### config.mk
export PLATFORM = sky130hd
export DESIGN_NAME = mem_issue_splitter
export DESIGN_NICKNAME = d
export VERILOG_FILES = /design/src/rtl/mem_issue_splitter.sv
export SDC_FILE = /design/constraint.sdc
export NUM_CORES = 1
export LEC_CHECK = 0
export CORE_UTILIZATION = 46
export DETAILED_ROUTE_END_ITERATION = 7
export PLACE_DENSITY = 0.77
export SYNTH_ARGS = -nofsm -noshare
export SYNTH_HDL_FRONTEND = slang
export SYNTH_SLANG_ARGS = --single-unit
### constraint.sdc
create_clock -name clk -period 3.9 [get_ports clk]
set_input_delay 1.17 -clock clk [delete_from_list [all_inputs] [get_ports clk]]
set_output_delay 1.17 -clock clk [all_outputs]
set_load 0.02 [all_outputs]
### src/rtl/mem_issue_splitter.sv
// mem_issue_splitter: holds one WIDTH-slot instruction bundle and issues it as
// a sequence of in-order groups, each carrying at most MEM_PORTS load/store ops.
// A valid/ready handshake sits on both sides; a saturating counter records
// how many non-final groups were accepted by the execute stage.
module mem_issue_splitter #(
    parameter int              WIDTH     = 4,
    parameter int              OPW       = 4,
    parameter int              MEM_PORTS = 1,
    parameter logic [OPW-1:0]  LOAD_OP   = 4'b0010,
    parameter logic [OPW-1:0]  STORE_OP  = 4'b0100,
    parameter int              CNT_W     = 16
) (
    input  logic                   clk,
    input  logic                   rst_n,
    input  logic                   in_valid,
    output logic                   in_ready,
    input  logic [WIDTH*OPW-1:0]   in_op,
    input  logic [WIDTH-1:0]       in_slot_vld,
    output logic                   out_valid,
    input  logic                   out_ready,
    output logic [WIDTH*OPW-1:0]   out_op,
    output logic [WIDTH-1:0]       out_issue_mask,
    output logic                   out_last,
    output logic [CNT_W-1:0]       split_cnt
);

    typedef enum logic [0:0] {
        IDLE = 1'b0,
        HOLD = 1'b1
    } state_t;

    localparam logic [7:0] MEM_LIM = 8'(MEM_PORTS);

    state_t                 state_r;
    state_t                 state_nxt_s;
    logic [WIDTH*OPW-1:0]   op_r;
    logic [WIDTH-1:0]       pending_r;
    logic [CNT_W-1:0]       split_cnt_r;

    logic [WIDTH-1:0]       mask_s;
    logic                   out_valid_s;
    logic                   out_last_s;
    logic                   in_ready_s;
    logic                   accept_s;
    logic                   fire_s;

    // True when an opcode occupies a memory port
    function automatic logic is_mem(input logic [OPW-1:0] op);
        return (op == LOAD_OP) || (op == STORE_OP);
    endfunction

    // Group formation: longest in-order prefix of pending slots within the port budget
    always_comb begin
        logic [7:0] mem_cnt_v;
        logic       stop_v;
        logic       mem_v;
        mask_s    = '0;
        mem_cnt_v = 8'd0;
        stop_v    = 1'b0;
        mem_v     = 1'b0;
        for (int i = 0; i < WIDTH; i++) begin
            if (pending_r[i] && !stop_v) begin
                mem_v = is_mem(op_r[i*OPW +: OPW]);
                if (mem_v && (mem_cnt_v == MEM_LIM)) begin
                    stop_v = 1'b1;
                end else begin
                    mask_s[i] = 1'b1;
                    if (mem_v) begin
                        mem_cnt_v = mem_cnt_v + 8'd1;
                    end else begin
                        mem_cnt_v = mem_cnt_v;
                    end
                end
            end else begin
                mask_s[i] = 1'b0;
            end
        end
    end

    // FSM outputs and handshake qualifiers
    always_comb begin
        out_valid_s = (state_r == HOLD);
        out_last_s  = out_valid_s && (mask_s == pending_r);
        fire_s      = out_valid_s && out_ready;
        in_ready_s  = (state_r == IDLE) || (fire_s && out_last_s);
        accept_s    = in_valid && in_ready_s;
    end

    // FSM next-state: a new accept always wins over retiring the last group
    always_comb begin
        state_nxt_s = state_r;
        case (state_r)
            IDLE: begin
                if (accept_s && (in_slot_vld != '0)) begin
                    state_nxt_s = HOLD;
                end else begin
                    state_nxt_s = IDLE;
                end
            end
            HOLD: begin
                if (accept_s) begin
                    state_nxt_s = (in_slot_vld != '0) ? HOLD : IDLE;
                end else if (fire_s && out_last_s) begin
                    state_nxt_s = IDLE;
                end else begin
                    state_nxt_s = HOLD;
                end
            end
            default: state_nxt_s = IDLE;
        endcase
    end

    // FSM state register
    always_ff @(posedge clk or negedge rst_n) begin
        if (!rst_n) begin
            state_r <= IDLE;
        end else begin
            state_r <= state_nxt_s;
        end
    end

    // Bundle storage: load on accept, retire issued slots on each accepted group
    always_ff @(posedge clk or negedge rst_n) begin
        if (!rst_n) begin
            op_r      <= '0;
            pending_r <= '0;
        end else if (accept_s) begin
            op_r      <= in_op;
            pending_r <= in_slot_vld;
        end else if (fire_s) begin
            pending_r <= pending_r & ~mask_s;
        end else begin
            pending_r <= pending_r;
        end
    end

    // Split counter: counts accepted non-final groups, sticks at all-ones
    always_ff @(posedge clk or negedge rst_n) begin
        if (!rst_n) begin
            split_cnt_r <= '0;
        end else if (fire_s && !out_last_s && (split_cnt_r != {CNT_W{1'b1}})) begin
            split_cnt_r <= split_cnt_r + {{(CNT_W-1){1'b0}}, 1'b1};
        end else begin
            split_cnt_r <= split_cnt_r;
        end
    end

    assign in_ready       = in_ready_s;
    assign out_valid      = out_valid_s;
    assign out_op         = op_r;
    assign out_issue_mask = mask_s;
    assign out_last       = out_last_s;
    assign split_cnt      = split_cnt_r;

endmodule
Word level (Yosys, flattened, before mapping)
Index checks and enable logic that the tools add are counted.
{"block": "classes", "eq_ne": 13, "n_bitwise": 3, "n_reduce_logical": 22, "add_sub_neg": 3, "muxes": 26}
{"operator": "2-to-1 mux 8 bit", "count": 7}
{"operator": "== test 8 x 1 -> 1 bit, second input constant", "count": 3}
{"operator": "adder 16 x 1 -> 16 bit, second input constant", "count": 1}
{"operator": "adder 8 x 1 -> 8 bit, second input constant", "count": 2}
{"operator": "== test 4 x 2 -> 1 bit, second input constant", "count": 4}
{"operator": "== test 4 x 3 -> 1 bit, second input constant", "count": 4}
{"operator": "2-to-1 mux 1 bit", "count": 16}
{"operator": "!= test 16 bit, second input constant", "count": 1}
{"operator": "logical AND 1 bit", "count": 12}
{"operator": "2-to-1 mux 4 bit", "count": 2}
{"operator": "logical OR 1 bit", "count": 5}
{"operator": "bitwise AND 4 bit", "count": 1}
{"operator": "== test 4 bit", "count": 1}
{"operator": "NOT 4 bit", "count": 1}
{"operator": "nonzero test 4 bit", "count": 1}
{"operator": "zero test 1 bit", "count": 3}
{"operator": "one-hot mux 1 bit (2 select lines)", "count": 1}
{"operator": "nonzero test 2 bit", "count": 1}
{"operator": "NOT 1 bit", "count": 1}
{"block": "totals", "ff_bits": 37, "output_inout_bits": 39, "elab_cells": 71}

Logic depth before layout (Yosys ltp)
{"block": "logic_depth", "word_depth": 24, "mapped_depth": 11, "depth_no_buf": 10}

Worst setup path before layout
Ideal clock, no wire load.
{"block": "synth_timing", "path_type": "register to output", "startpoint": "reg op_r[4] (netlist: out_op[4])", "endpoint": "out out_last", "path_buffers": 1, "stages_incl_launch_ff": 10, "arrival_time_ns": 2.484, "setup_slack_ns": 0.246, "required_ns": 2.730, "cell_sequence": "dfrtp_1 > or3b_4 > nor4_4 > and2b_2 > o21ai_0 > a21bo_2 > ha_1 > nand2_1 > nor3b_2 > buf_6"}
{"block": "synth_via", "elab_chain_len": 15}
{"element": "from (decl)", "line": "36", "source": "logic [WIDTH*OPW-1:0] op_r;"}
{"element": "from (signal assigned)", "line": "128", "source": "op_r <= in_op;"}
{"element": "== test 4 x 2 -> 1 bit / == test 4 x 3 -> 1 bit (equally long branches)", "line": "49", "source": "return (op == LOAD_OP) || (op == STORE_OP);"}
{"element": "logical OR 1 bit (*)", "line": "49"}
{"element": "2-to-1 mux 8 bit / logical AND 1 bit (equally long branches)", "line": "68, 64"}
{"element": "2-to-1 mux 8 bit", "line": "64", "source": "if (mem_v && (mem_cnt_v == MEM_LIM)) begin"}
{"element": "2-to-1 mux 8 bit", "line": "62", "source": "if (pending_r[i] && !stop_v) begin"}
{"element": "adder 8 x 1 -> 8 bit / == test 8 x 1 -> 1 bit (equally long branches)", "line": "69, 64"}
{"element": "2-to-1 mux 8 bit / logical AND 1 bit (equally long branches)", "line": "68, 64"}
{"element": "2-to-1 mux 8 bit", "line": "64"}
{"element": "2-to-1 mux 8 bit", "line": "62"}
{"element": "== test 8 x 1 -> 1 bit", "line": "64"}
{"element": "logical AND 1 bit", "line": "64"}
{"element": "2-to-1 mux 1 bit", "line": "64"}
{"element": "2-to-1 mux 1 bit", "line": "62"}
{"element": "== test 4 bit (*)", "line": "83", "source": "out_last_s = out_valid_s && (mask_s == pending_r);"}
{"element": "logical AND 1 bit (*)", "line": "83"}
{"element": "to (decl)", "line": "23", "source": "output logic out_last,"}
Mark *: on every way between the ends. The rest lies on a longest branch, timed or not.

Worst setup path in the final report
{"block": "layout_timing", "startpoint": "reg op_r[0] (netlist: out_op[0])", "endpoint": "out out_last"}
{"block": "layout_via", "elab_chain_len": 18}
{"element": "== test 4 x 2 -> 1 bit / == test 4 x 3 -> 1 bit (equally long branches)", "line": "49"}
{"element": "logical OR 1 bit (*)", "line": "49"}
{"element": "2-to-1 mux 1 bit (*)", "line": "68", "source": "if (mem_v) begin"}
{"element": "2-to-1 mux 8 bit (*)", "line": "62"}
{"element": "adder 8 x 1 -> 8 bit / == test 8 x 1 -> 1 bit (equally long branches)", "line": "69, 64"}
{"element": "2-to-1 mux 8 bit / logical AND 1 bit (equally long branches)", "line": "68, 64"}
{"element": "2-to-1 mux 8 bit", "line": "64"}
{"element": "2-to-1 mux 8 bit", "line": "62"}
{"element": "[2 not listed]"}
{"element": "2-to-1 mux 8 bit", "line": "64"}
{"element": "2-to-1 mux 8 bit", "line": "62"}
{"element": "== test 8 x 1 -> 1 bit", "line": "64"}
{"element": "logical AND 1 bit", "line": "64"}
{"element": "2-to-1 mux 1 bit", "line": "64"}
{"element": "2-to-1 mux 1 bit", "line": "62"}
{"element": "== test 4 bit (*)", "line": "83"}
{"element": "logical AND 1 bit (*)", "line": "83"}
Marks and branches as above.

==> metrics.yaml <==
routing:
  drt-total-wl_um: 4190
  drt_first_pass_iters: 7
  wl_per_cell_um: 14.1
  drt-initial-drc-count: 101
  vias: 1525
  antenna_left: 0
  drc: 0
  drt-vias-per-instance: 5.15
critical_path:
  worst-endpoint-required_ns: 2.73
  criticalPathCategory: "register to output pin"
  start_kind: "register"
  r2r_start: "out_op[0]$_DFFE_PN0P_"
  r2r_end: "out_op[8]$_DFFE_PN0P_"
  crit_path_end_kind: "output pin"
  crit_arrival_ns: 2.57
  crit_path_max_fanout: 2
  r2r_cells: 11
  endpoint: "out_last"
  ff2ff_setup_slack_ns: 0.94
  startpoint: "out_op[0]$_DFFE_PN0P_"
yosys:
  synth_mux_area_share_pct: 12.2
  ys_seq_area_share_pct: 48.4
  ys_types: 42
  synth_compound_area_share_pct: 6.54
  synth_edf_count: 0
  yosys.area_share.simple_pct: 20.4
  ys.flop_type: "dfrtp_1"
  synth.area.top_cells: "dfrtp_1 (48%), mux2_2 (11%), xor2_1 (5.0%), xnor2_1 (2.7%), nand3_1 (2.4%)"
  netlist.area_leader.share_pct: 48.4
  yosysWarnings: 0
  postSynthCellCount: 169
  synth-xor-area-share_pct: 7.79
  synth_top_family_by_area: "simple AND/OR/NAND/NOR gates"
  avgSynthCellArea_um2: 11.3
  ys_ff_latch: 37
  synth_nets: 196
  synth_fa_ha_area_share_pct: 1.96
  synthArstFlopShare_pct: 100
  synth_area_um2: 1910
  yosysTopAreaCell: "dfrtp_1"
timing:
  clock_skew_ns: 0.00695
  fin_crit_sh_pct: 96.0
  max_freq_ghz: 0.267
  rsz0062_at_grt: "false"
  fin_ws_ns: 0.157
  min_period_ns: 3.74
  slew_violations: 0
  max_slew_margin_pct: 46.4
  tightest_slew_ns: 0.804
  setup_viol: 0
  finalHoldViolCount: 0
  worst_hold_slack_ns: 0.516
clocking:
  cts_num_sinks: 37
  clock_path_buffers: 2
  cts_buffers: 5
  cts_setup_buffers: 0
  clk_latency_ns: 0.29
  cts_tree: "yes"
  htree_levels: 2
  cts_root_buf: "clkbuf_8"
  cts.clk_slew.worst_paths_ns: 0.08
die:
  core_area_um2: 4000
  initial_core_util_pct: 47.8
  fp-row-count: 23
  die_area_um2: 4420
  fp.dieW_um: 66.5
  ios: 63
  fp.dieH_um: 66.5
power_and_ir_drop:
  power_density_nw_per_um2: 820
  power_mw: 2.26
  leakage_nw: 1.18
  peakVddDrop_mv: 0.483
global_routing:
  grt_pass1_vias: 1423
  grt_pass1_wl_um: 6670
  gr-usage-all-layers_pct: 20.9
  antenna_found_initial: 0
  grt_max_degree: 38
  grt_overflow_total: 0
placement:
  io_buffers: 62
  gp_congestion: 0.804
  pre_cts_ws_ns: -0.0105
  hpwl_um: 3070
min_path:
  min_path_type: "register to register"
final_layout:
  seq_area_um2: 926
  diodes: 0
  multi_input_area_um2: 936
  layout-drive-gt1-share_pct: 23.2
  nets: 272
  n_fill_cell: 311
  utilization_pct: 68.8
  syn_to_final_growth_pct: 44.0
outcome:
  status: "finished clean"
run:
  cap_viol_max_count: 0
==> how the worst min path moves through the flow <==
stage	from	endpoint	slack [ns]	depth (start not counted)
finish	split_cnt[10]$_DFFE_PN0P_	split_cnt[10]$_DFFE_PN0P_	0.52	1
global route	split_cnt[10]$_DFFE_PN0P_	split_cnt[10]$_DFFE_PN0P_	0.53	1
CTS	split_cnt[10]$_DFFE_PN0P_	split_cnt[10]$_DFFE_PN0P_	0.52	1
detailed placement	split_cnt[10]$_DFFE_PN0P_	split_cnt[10]$_DFFE_PN0P_	0.51	1
global placement	split_cnt[6]$_DFFE_PN0P_	split_cnt[6]$_DFFE_PN0P_	0.50	1
floorplan	pending_r[0]$_DFFE_PN0P_	pending_r[0]$_DFFE_PN0P_	0.47	2
==> cells in the final DEF (no fill, tap or decap), types with 3 or more instances in the layout <==
cell	synthesis	final
xnor2_1	6	6
clkdlybuf4s50_1	0	59
dfrtp_1	37	37
buf_4	1	14
a21oi_1	4	4
xor2_1	11	11
nor3_1	9	9
nand4_1	5	5
clkbuf_8	0	5
nor2_1	7	7
nand2b_1	5	5
ha_1	3	3
mux2_2	19	19
nand2_1	12	12
nand3_1	9	9
==> synthesized netlist by cell type, drive strengths merged, types with 2 or more instances <==
library cell  instances
clkbuf                2
ha                    3
nand4                 5
inv                   2
mux2i                 2
o22ai                 2
and2                  2
buf                   4
a221oi                2
mux2                 19
nor4                  4
a31o                  2
dfrtp                37
nand2                13
a21oi                 4
nor2                  7
nor3                  9
nand2b                5
or2                   2
xnor2                 6
or3b                  2
o21ai                 4
nand3                 9
nor3b                 2
xor2                 11
==> through the flow <==
step / std cells / TNS [ns] / cell area [µm²]
global route: 296 / 0 / 2750
detailed placement: 288 / -0.0105 / 2650
floorplan: 169 / 0 / 1910
CTS: 296 / -0.00801 / 2760
global placement: 288 / 0 / 2650
finish: 296 / 0 / 2750
==> metal layers <==
metal	up-vias	share of wire (%)	GRT usage (%)
li1	756	-	-
met1	725	44	27.6
met2	42	50	32.5
met3	2	5.2	6.34
met4	0	0.74	7.45
met5	-	0	0
==> logic make-up (layout without fill, tap and decap cells) <==
kind of cell	after synthesis	after routing
DFF	37	37
adders and majority gates	3	3
and+or+nand+nor	65	65
AOI/OAI and AO/OA	18	18
xor gates and xnor gates	17	17
buffers and inverters	8	85
muxes	21	21
==> final cells by class <==
class	count	area share, %
multi-input cells	124	34.0
flip-flops and latches	37	33.6
repair buffers	75	25.6
clock buffers	5	2.50
well taps	50	2.27
clock inverters	3	1.68
inverters	2	0.273
==> report_power, final <==
group	switching [mW]	internal [mW]
clock	0.143	0.191
sequential	0.132	0.530
combinational	0.609	0.652
total	0.884	1.37
==> flip-flops by register name (all words and copies together) (netlist names) <==
register	count
out_op	16
split_cnt	16
pending_r	4
out_valid	1
==> worst max-delay path, stage by stage, from the launching register on <==
cell and delay (ns):
dfrtp_1 0.39, or3b_2 0.52, nor4_4 0.16, and2b_2 0.24, o21ai_1 0.14, a21bo_2 0.14, ha_1 0.14, nand2_1 0.08
nor3b_2 0.29, buf_4 0.20
==> timing repair <==
action,4_1_cts,5_1_grt
endpoints found under the setup margin,2,2
hold endpoints to repair,0,0
pin swaps,0,1
gates resized for setup,4,5
hold buffers,0,0
Power figures use the tool's default switching activity.
